### src/rtl/can_pkg.sv
// Shared CAN definitions: bus levels, default stuff run length and the stuffer state type.
// Reused by the stuffer, the unstuffer and the frame serializer.
package can_pkg;

    localparam logic CAN_DOMINANT       = 1'b0;
    localparam logic CAN_RECESSIVE      = 1'b1;
    localparam int   CAN_CONSEC_DEFAULT = 5;

    typedef enum logic [1:0] {
        IDLE,
        DATA,
        STUFF
    } can_stuff_state_t;

endpackage

### src/rtl/can_run_counter.sv
// Run-length tracker for identical consecutive CAN bits, shared by the TX stuffer and RX unstuffer.
// run_hit reports that advancing with bit_in would complete a run of CONSEC bits.
module can_run_counter
    import can_pkg::*;
#(
    parameter int CONSEC = CAN_CONSEC_DEFAULT,
    parameter int CNT_W  = 4
) (
    input  logic             clkin,
    input  logic             rstn,
    input  logic             tick,
    input  logic             clear,
    input  logic             bit_in,
    output logic [CNT_W-1:0] count,
    output logic             last_bit,
    output logic             run_hit
);

    localparam logic [CNT_W-1:0] CONSEC_C = CNT_W'(CONSEC);
    localparam logic [CNT_W-1:0] ONE_C    = CNT_W'(1);

    logic [CNT_W-1:0] count_q, count_d, adv_count;
    logic             last_q, last_d;

    // A zero count means no run is open, so the next bit always starts a fresh run of one.
    assign adv_count = (bit_in == last_q && count_q != '0)
                     ? ((count_q >= CONSEC_C) ? CONSEC_C : count_q + ONE_C)
                     : ONE_C;
    assign run_hit   = (adv_count == CONSEC_C);

    always_comb begin
        count_d = count_q;
        last_d  = last_q;
        if (clear) begin
            count_d = '0;
        end else if (tick) begin
            count_d = adv_count;
        end
        if (tick) begin
            last_d = bit_in;
        end
    end

    always_ff @(posedge clkin or negedge rstn) begin
        if (!rstn) begin
            count_q <= '0;
            last_q  <= CAN_RECESSIVE;
        end else begin
            count_q <= count_d;
            last_q  <= last_d;
        end
    end

    assign count    = count_q;
    assign last_bit = last_q;

endmodule

### src/rtl/can_stuff.sv
// Transmit-side CAN bit stuffer: inserts a complementary bit after CONSEC identical bits.
// Optional bus readback monitor (rxin/bit_err) is enabled by defining CAN_STUFF_BITMON_EN.
module can_stuff
    import can_pkg::*;
#(
    parameter int CONSEC = CAN_CONSEC_DEFAULT,
    parameter int CNT_W  = 4
) (
    input  logic clkin,
    input  logic rstn,
    input  logic bit_tick,
    input  logic en,
    input  logic din_valid,
    input  logic din,
`ifdef CAN_STUFF_BITMON_EN
    input  logic rxin,
    output logic bit_err,
`endif
    output logic din_ready,
    output logic txout,
    output logic stuffing,
    output logic err
);

    localparam logic [CNT_W-1:0] CONSEC_C = CNT_W'(CONSEC);

    can_stuff_state_t state_q, state_d;
    logic             txout_q, txout_d;
    logic             stuffing_q, stuffing_d;
    logic             err_q, err_d;
    logic             cnt_tick, cnt_clear, cnt_bit;
    logic [CNT_W-1:0] run_count;
    logic             last_bit, run_hit;

    // The stuff bit is fed back into the run tracker so it opens the next run.
    assign cnt_bit   = (state_q == STUFF) ? ~last_bit : din;
    assign din_ready = bit_tick && (state_q != STUFF) && din_valid;

    can_run_counter #(
        .CONSEC (CONSEC),
        .CNT_W  (CNT_W)
    ) u_run (
        .clkin    (clkin),
        .rstn     (rstn),
        .tick     (cnt_tick),
        .clear    (cnt_clear),
        .bit_in   (cnt_bit),
        .count    (run_count),
        .last_bit (last_bit),
        .run_hit  (run_hit)
    );

    // en is sampled at every tick, so a tick in IDLE with en=1 already stuffs its bit.
    always_comb begin
        state_d    = state_q;
        txout_d    = txout_q;
        stuffing_d = stuffing_q;
        err_d      = err_q;
        cnt_tick   = 1'b0;
        cnt_clear  = 1'b0;
        if (bit_tick) begin
            stuffing_d = 1'b0;
            if (state_q == STUFF) begin
                txout_d    = ~last_bit;
                cnt_tick   = 1'b1;
                stuffing_d = 1'b1;
                state_d    = en ? DATA : IDLE;
            end else if (en) begin
                state_d = DATA;
                if (din_valid) begin
                    txout_d  = din;
                    cnt_tick = 1'b1;
                    if (run_hit) begin
                        state_d = STUFF;
                    end
                end else begin
                    txout_d   = CAN_RECESSIVE;
                    err_d     = 1'b1;
                    cnt_clear = 1'b1;
                end
            end else begin
                state_d = IDLE;
                if (din_valid) begin
                    txout_d   = din;
                    cnt_tick  = 1'b1;
                    cnt_clear = 1'b1;
                end else begin
                    txout_d = CAN_RECESSIVE;
                end
            end
        end
    end

    always_ff @(posedge clkin or negedge rstn) begin
        if (!rstn) begin
            state_q    <= IDLE;
            txout_q    <= CAN_RECESSIVE;
            stuffing_q <= 1'b0;
            err_q      <= 1'b0;
        end else begin
            state_q    <= state_d;
            txout_q    <= txout_d;
            stuffing_q <= stuffing_d;
            err_q      <= err_d;
        end
    end

    assign txout    = txout_q;
    assign stuffing = stuffing_q;
    assign err      = err_q;

    assert property (@(posedge clkin) disable iff (!rstn) run_count <= CONSEC_C);

`ifdef CAN_STUFF_BITMON_EN
    logic bit_err_q, bit_err_d;

    // Only a dominant drive read back as recessive is an error; the reverse is lost arbitration.
    always_comb begin
        bit_err_d = bit_err_q;
        if (bit_tick && txout_q == CAN_DOMINANT && rxin == CAN_RECESSIVE) begin
            bit_err_d = 1'b1;
        end
    end

    always_ff @(posedge clkin or negedge rstn) begin
        if (!rstn) begin
            bit_err_q <= 1'b0;
        end else begin
            bit_err_q <= bit_err_d;
        end
    end

    assign bit_err = bit_err_q;
`endif

endmodule
### config.mk
export PLATFORM = sky130hd
export DESIGN_NAME = can_stuff
export DESIGN_NICKNAME = d
export VERILOG_FILES = /design/src/rtl/can_pkg.sv /design/src/rtl/can_run_counter.sv /design/src/rtl/can_stuff.sv
export SDC_FILE = /design/constraint.sdc
export NUM_CORES = 1
export LEC_CHECK = 0
export ABC_CLOCK_PERIOD_IN_PS = 2400
export CORE_AREA = 2 2 39 41
export CTS_BUF_LIST = sky130_fd_sc_hd__clkbuf_8
export CTS_CLUSTER_SIZE = 12
export DETAILED_ROUTE_END_ITERATION = 10
export DIE_AREA = 0 0 41 43
export PLACE_DENSITY = 0.69
export SETUP_SLACK_MARGIN = 0.1
export SLEW_MARGIN = 10
export SYNTH_ARGS = -nofsm -noshare
export SYNTH_HDL_FRONTEND = slang
export SYNTH_SLANG_ARGS = --single-unit
export TNS_END_PERCENT = 50
### constraint.sdc
create_clock -name clkin -period 2.4 [get_ports clkin]
set_clock_uncertainty 0.2 [all_clocks]
set_input_delay 0.72 -clock clkin [delete_from_list [all_inputs] [get_ports clkin]]
set_output_delay 0.72 -clock clkin [all_outputs]
set_load 0.02 [all_outputs]
==> results.tsv, run 1 <==
stage	metric	value	unit
run_status	outcome	finished clean	
worst_setup_path	rrSetupSlack	0.57	ns
logic_synthesis	yosysSeqAreaShare	42.3	%
logic_synthesis	synth-edff-count	0	
worst_setup_path	r2r_cells	5	
floorplan	start_util	43.1	%
timing	fmax	444	MHz
power_and_ir_drop	sw_frac_of_total	24.5	%
power_and_ir_drop	p_clk_share	38.1	%
worst_setup_path	path_class	flip-flop to output port	
finish	final_layout_size_suffix_gt1_share	20.0	%
finish	finalInstanceArea	773	µm²
clock_tree	cts.sinks	10	
logic_synthesis	synth_area_leaders	dfrtp_1, dfstp_2, ha_1	
power_and_ir_drop	p_comb_share	17.9	%
floorplan	ios	10	
detailed_routing	drt_iter0_markers	5	
place	pre_cts_ws	-0.480	ns
finish	most-common-layout-cells	dfrtp_1, inv_1, nand2_1, clkdlybuf4s50_1	
timing	rsz0062_at_grt	no	
floorplan	die_area	1760	µm²
worst_setup_path	cp_slowest_stage_delay	0.59	ns
power_and_ir_drop	switching_power	109	µW
hold_path	holdCritPathClass	flip-flop to flip-flop	
clock_tree	clk_pin_slew_worst_paths	0.05	ns
power_and_ir_drop	p_per_area	574	nW/µm²
logic_synthesis	ys_ff_latch	10	
worst_setup_path	cp_num_buf_inv	1	
worst_setup_path	slowest_stage	clkdlybuf4s50_1	
timing	slew_headroom	70.6	%
timing	fin_crit	2.25	ns
timing	maxSlewViolCount	0	
power_and_ir_drop	p_int	335	µW
global_routing	grt_pass1_wl	1.86	mm
logic_synthesis	yosysWarnings	0	
clock_tree	clock_latency	0.23	ns
finish	nets	85	
clock_tree	cts_buffer_depth	2	
global_routing	gr-total-overflow	0	
worst_setup_path	crit_path_start_kind	flip-flop	
clock_tree	cts_setup_buffers	0	
worst_setup_path	required	1.48	ns
logic_synthesis	syn_inst	60	
place	port_buffers	9	
logic_synthesis	synthDistinctLibCells	30	
job	maxCapViolations	0	
detailed_routing	ant_nets	0	
worst_setup_path	worstPathCellList	clkdlybuf4s50_1	
worst_setup_path	timing.rr.start	u_run.count[0]$_DFFE_PN0P_	
place	gp_congestion	0.688	
logic_synthesis	synth.avg_cell_area	9.95	µm²
clock_tree	h-tree-depth	1	
worst_setup_path	cp_data_arrival_time	1.33	ns
worst_setup_path	worst-path-stages	1	
floorplan	die_h	43	µm
global_routing	grt_usage	15.7	%
hold_path	hold_end	err$_DFFE_PN0P_	
timing	setup_viol	0	
worst_setup_path	crit_path_end_kind	output port	
power_and_ir_drop	leakage	0.341	nW
global_routing	grt_pass1_vias	468	
logic_synthesis	synth.cell_area	597	µm²
clock_tree	root_buffer	clkbuf_8	
clock_tree	cts_tree	yes	
global_routing	antenna_found_initial	0	
detailed_routing	drc_errors	0	
timing	worst_pin_slew	0.440	ns
place	dp_hpwl	833	µm
detailed_routing	viasPerCell	5.22	
detailed_routing	drt-total-wl	1.11	mm
finish	fin_util	55.9	%
floorplan	core	1380	µm²
hold_path	holdPathStages	1	
floorplan	rows	14	
timing	holdWs	0.265	ns
worst_setup_path	cp_top_family	buffers and inverters	
logic_synthesis	syn_nets	69	
logic_synthesis	synthFlopType	dfrtp_1	
detailed_routing	wl_per_cell	12.2	µm
timing	tns	0	ns
place	place_area	724	µm²
floorplan	die_w	41	µm
global_routing	grt_max_degree	12	
power_and_ir_drop	seqPwrFrac	43.9	%
clock_tree	cts_buffers	3	
logic_synthesis	synth_top_area_share	33.5	%
finish	final_common_cell	dfrtp_1	
worst_setup_path	rr_endpoint	state_q[1]$_DFFE_PN0P_	
logic_synthesis	yosys.area.top_type	dfrtp_1	
detailed_routing	vias	475	
hold_path	hp-start	err$_DFFE_PN0P_	
timing	timing.final.crit_share	93.9	%
finish	antenna_cells	0	
logic_synthesis	synthArstFlopShare	100	%
detailed_routing	drtPass1Iterations	3	
worst_setup_path	cp_max_fo	2	
timing	setup_slack	0.147	ns
timing	finalHoldViolCount	0	
power_and_ir_drop	ir_worst_vdd	253	µV
finish	syn2layout_area_growth	29.6	%
[power groups by stage]
stage / combinational, mW / clock, mW / sequential, mW
2_1_floorplan: 0.0470 / 0 / 0.197
3_3_place_gp: 0.0779 / 0 / 0.196
3_5_place_dp: 0.0800 / 0 / 0.197
4_1_cts: 0.0808 / 0.174 / 0.195
5_1_grt: 0.0896 / 0.186 / 0.196
6_report: 0.0796 / 0.169 / 0.195
[synth_stat cells (2+ instances only)]
| library cell | n |
|---|---|
| nor2_1 | 2 |
| inv_1 | 5 |
| a21o_1 | 2 |
| nand2_1 | 6 |
| dfstp_2 | 2 |
| mux2_2 | 2 |
| o21ai_0 | 4 |
| o31ai_1 | 2 |
| dfrtp_1 | 8 |
| a21oi_1 | 2 |
| nand2b_1 | 4 |
| ha_1 | 3 |
[cell type report]
| type | instances | area, µm² |
|---|---|---|
| inverter | 5 | 18.8 |
| multi-input combinational | 44 | 325 |
| timing repair buffer | 12 | 111 |
| clock inverter | 1 | 3.75 |
| fill | 134 | 611 |
| tap | 16 | 20.0 |
| clock buffer | 3 | 41.3 |
| sequential | 10 | 253 |
[timing repair]
item	4_1_cts	5_1_grt
resized for setup	9	0
hold endpoints to repair	0	0
setup endpoints to repair	1	0
hold buffers	0	0
[cells by family after synthesis]
family / after synthesis / share of synthesized area (%)
DFF: 10 / 42.3
adders and majority gates: 3 / 6.29
buffers and inverters: 6 / 3.98
muxes: 2 / 3.77
xor gates and xnor gates: 1 / 1.47
AOI/OAI and AO/OA: 17 / 19.9
and+or+nand+nor: 21 / 22.2
[state kept, by name, indices dropped and copies added, names as in the netlist]
register / cells
u_run.last_bit: 1
state_q: 2
stuffing: 1
u_run.count: 4
txout: 1
err: 1
[per-stage QoR]
step | power, mW | cells
floorplan | 0.244 | 60
global placement | 0.274 | 87
detailed placement | 0.277 | 87
CTS | 0.450 | 91
global route | 0.472 | 91
finish | 0.444 | 91
[how the worst max path moves through the flow]
stage | slack [ns] | endpoint | from
final | 0.15 | txout | txout$_DFFE_PN1P_
after global routing | 0.12 | txout | txout$_DFFE_PN1P_
after CTS | 0.14 | txout | txout$_DFFE_PN1P_
after detailed placement | -0.48 | din_ready | bit_tick
after global placement | -0.50 | din_ready | bit_tick
after floorplan | 0.33 | din_ready | bit_tick
[metal layers]
layer	wire (µm)	vias up	track usage, %
li1	-	243	-
met4	6	0	8.00
met5	0	-	0
met2	564	7	25.6
met3	36	2	3.14
met1	502	223	18.1
Note: power is estimated with default switching activity, not from simulation.
==> run 2: changes to the inputs <==
Settings changed: CTS_BUF_LIST sky130_fd_sc_hd__clkbuf_8 to sky130_fd_sc_hd__clkbuf_4 sky130_fd_sc_hd__clkbuf_8.
==> run 2 against run 1 <==
  * Highest routed layer unchanged
  * Combinational power shrank 0.6%
  * Sequential share of layout area grew 0.54 points
  * Largest power group unchanged
  * Wire length grew 1.3%
  * Sequential power is essentially flat
==> results.tsv, run 2 (synthesis results as in run 1) <==
stage	metric	value	unit	change
run_status	outcome	finished clean		unchanged
hold_path	holdPathStages	1		unchanged
clock_tree	clock_latency	0.26	ns	was 0.23 ns
floorplan	die_w	41	µm	unchanged
worst_setup_path	rrSetupSlack	0.58	ns	was 0.57 ns
worst_setup_path	cp_slowest_stage_delay	0.25	ns	was 0.59 ns
timing	finalHoldViolCount	0		unchanged
finish	most-common-layout-cells	dfrtp_1, nand2_1, inv_1, clkdlybuf4s50_1		was dfrtp_1, inv_1, nand2_1, clkdlybuf4s50_1
detailed_routing	drc_errors	0		unchanged
detailed_routing	ant_nets	0		unchanged
worst_setup_path	required	1.48	ns	about the same
timing	setup_viol	0		unchanged
timing	fmax	457	MHz	was 444 MHz
finish	syn2layout_area_growth	27.5	%	was 29.6%
hold_path	hp-start	err$_DFFE_PN0P_		unchanged
timing	rsz0062_at_grt	no		unchanged
clock_tree	cts_buffer_depth	2		unchanged
global_routing	grt_usage	15.7	%	unchanged
clock_tree	clk_pin_slew_worst_paths	0.07	ns	was 0.05 ns
power_and_ir_drop	leakage	0.337	nW	was 0.341 nW
global_routing	grt_max_degree	12		unchanged
clock_tree	cts_tree	yes		unchanged
detailed_routing	wl_per_cell	12.4	µm	was 12.2 µm
finish	nets	85		unchanged
finish	fin_util	55.0	%	was 55.9%
finish	finalInstanceArea	761	µm²	was 773 µm²
global_routing	antenna_found_initial	0		unchanged
timing	worst_pin_slew	0.441	ns	was 0.440 ns
global_routing	grt_pass1_wl	1.86	mm	about the same
place	place_area	724	µm²	unchanged
floorplan	die_h	43	µm	unchanged
timing	tns	0	ns	unchanged
timing	maxSlewViolCount	0		unchanged
worst_setup_path	r2r_cells	5		unchanged
finish	final_common_cell	dfrtp_1		unchanged
clock_tree	cts.sinks	10		unchanged
worst_setup_path	crit_path_end_kind	output port		unchanged
timing	slew_headroom	70.5	%	was 70.6%
floorplan	ios	10		unchanged
global_routing	grt_pass1_vias	446		was 468
worst_setup_path	slowest_stage	dlygate4sd2_1		was clkdlybuf4s50_1
worst_setup_path	worstPathCellList	dlygate4sd2_1 -> and3_4 -> buf_6		was clkdlybuf4s50_1
worst_setup_path	crit_path_start_kind	input port		was flip-flop
clock_tree	root_buffer	clkbuf_4		was clkbuf_8
floorplan	start_util	43.1	%	unchanged
finish	antenna_cells	0		unchanged
hold_path	hold_end	err$_DFFE_PN0P_		unchanged
worst_setup_path	cp_top_family	buffers and inverters		unchanged
worst_setup_path	timing.rr.start	u_run.count[0]$_DFFE_PN0P_		unchanged
job	maxCapViolations	0		unchanged
floorplan	die_area	1760	µm²	unchanged
finish	largest_reg_flops	4		unchanged
hold_path	holdCritPathClass	flip-flop to flip-flop		unchanged
power_and_ir_drop	p_per_area	532	nW/µm²	was 574 nW/µm²
detailed_routing	drtPass1Iterations	2		was 3
detailed_routing	vias	475		unchanged
place	dp_hpwl	833	µm	unchanged
clock_tree	cts_buffers	3		unchanged
clock_tree	cts_setup_buffers	0		unchanged
worst_setup_path	cp_num_buf_inv	2		was 1
detailed_routing	drt_iter0_markers	4		was 5
worst_setup_path	path_class	input port to output port		was flip-flop to output port
floorplan	rows	14		unchanged
power_and_ir_drop	ir_worst_vdd	400	µV	was 253 µV
worst_setup_path	worst-path-stages	3		was 1
timing	timing.final.crit_share	91.1	%	was 93.9%
timing	fin_crit	2.19	ns	was 2.25 ns
worst_setup_path	rr_endpoint	state_q[1]$_DFFE_PN0P_		unchanged
worst_setup_path	cp_max_fo	2		unchanged
global_routing	gr-total-overflow	0		unchanged
clock_tree	cts_hold_buf	0		unchanged
worst_setup_path	cp_data_arrival_time	1.27	ns	was 1.33 ns
place	gp_congestion	0.688		unchanged
floorplan	core	1380	µm²	unchanged
place	port_buffers	9		unchanged
finish	final_layout_size_suffix_gt1_share	21.3	%	was 20.0%
clock_tree	h-tree-depth	1		unchanged
detailed_routing	drt-total-wl	1.12	mm	was 1.11 mm
detailed_routing	viasPerCell	5.22		unchanged
run 2: cell count changes in the layout (fill, tap and decap cells not counted), sizes merged:
cell	change
clkbuf	+1
clkdlybuf4s50	-1
dlymetal6s2s	+1
inv	-1
run 2: routing by layer:
metal	track usage, %	part of all wire (%)
met5	0	0
met4	10.0	3.1
met3	1.57	3.2
met2	24.1	47
met1	19.8	46
run 2: repair_timing:
item / in CTS / in global routing
resized for setup: 9 / 1
endpoints found under the setup margin: 2 / 1
endpoints found under the hold margin: 0 / 0
cloned: 0 / 0
run 2: worst reg2reg max path: stages (launching register included):
cell and delay (ns):
dfrtp_1 0.46, ha_1 0.26, nand2b_1 0.17, a211oi_1 0.31, nor4b_2 0.10, a31o_1 0.23
run 2: worst max path at each step:
| stage | from | end | slack, ns |
|---|---|---|---|
| floorplan | bit_tick | din_ready | 0.33 |
| global placement | bit_tick | din_ready | -0.50 |
| detailed placement | bit_tick | din_ready | -0.48 |
| CTS | txout$_DFFE_PN1P_ | txout | 0.1 |
| global route | bit_tick | din_ready | 0.21 |
| finish | bit_tick | din_ready | 0.21 |
run 2: layout make-up:
class                           instances  area, µm²
Fill cell                             138        623
Multi-Input combinational cell         44        325
Inverter                                5       18.8
Timing Repair Buffer                   12        114
Clock buffer                            4       30.0
Sequential cell                        10        253
Tap cell                               16       20.0
run 2: power breakdown:
group | internal [mW] | leakage (nW) | switching [mW] | total [mW]
logic | 0.0399 | 0.194 | 0.0391 | 0.0791
registers | 0.183 | 0.125 | 0.0116 | 0.194
clock network | 0.0755 | 0.0184 | 0.0559 | 0.131
total | 0.298 | 0.337 | 0.107 | 0.405
run 2: through the flow:
step | setup slack, ns | hold WS (ns) | power [mW] | std cells
finish | 0.213 | 0.270 | 0.405 | 91
CTS | 0.0985 | 0.277 | 0.410 | 91
detailed placement | -0.480 | 0.257 | 0.277 | 87
global route | 0.209 | 0.297 | 0.433 | 91
global placement | -0.497 | 0.254 | 0.274 | 87
floorplan | 0.327 | 0.224 | 0.244 | 60
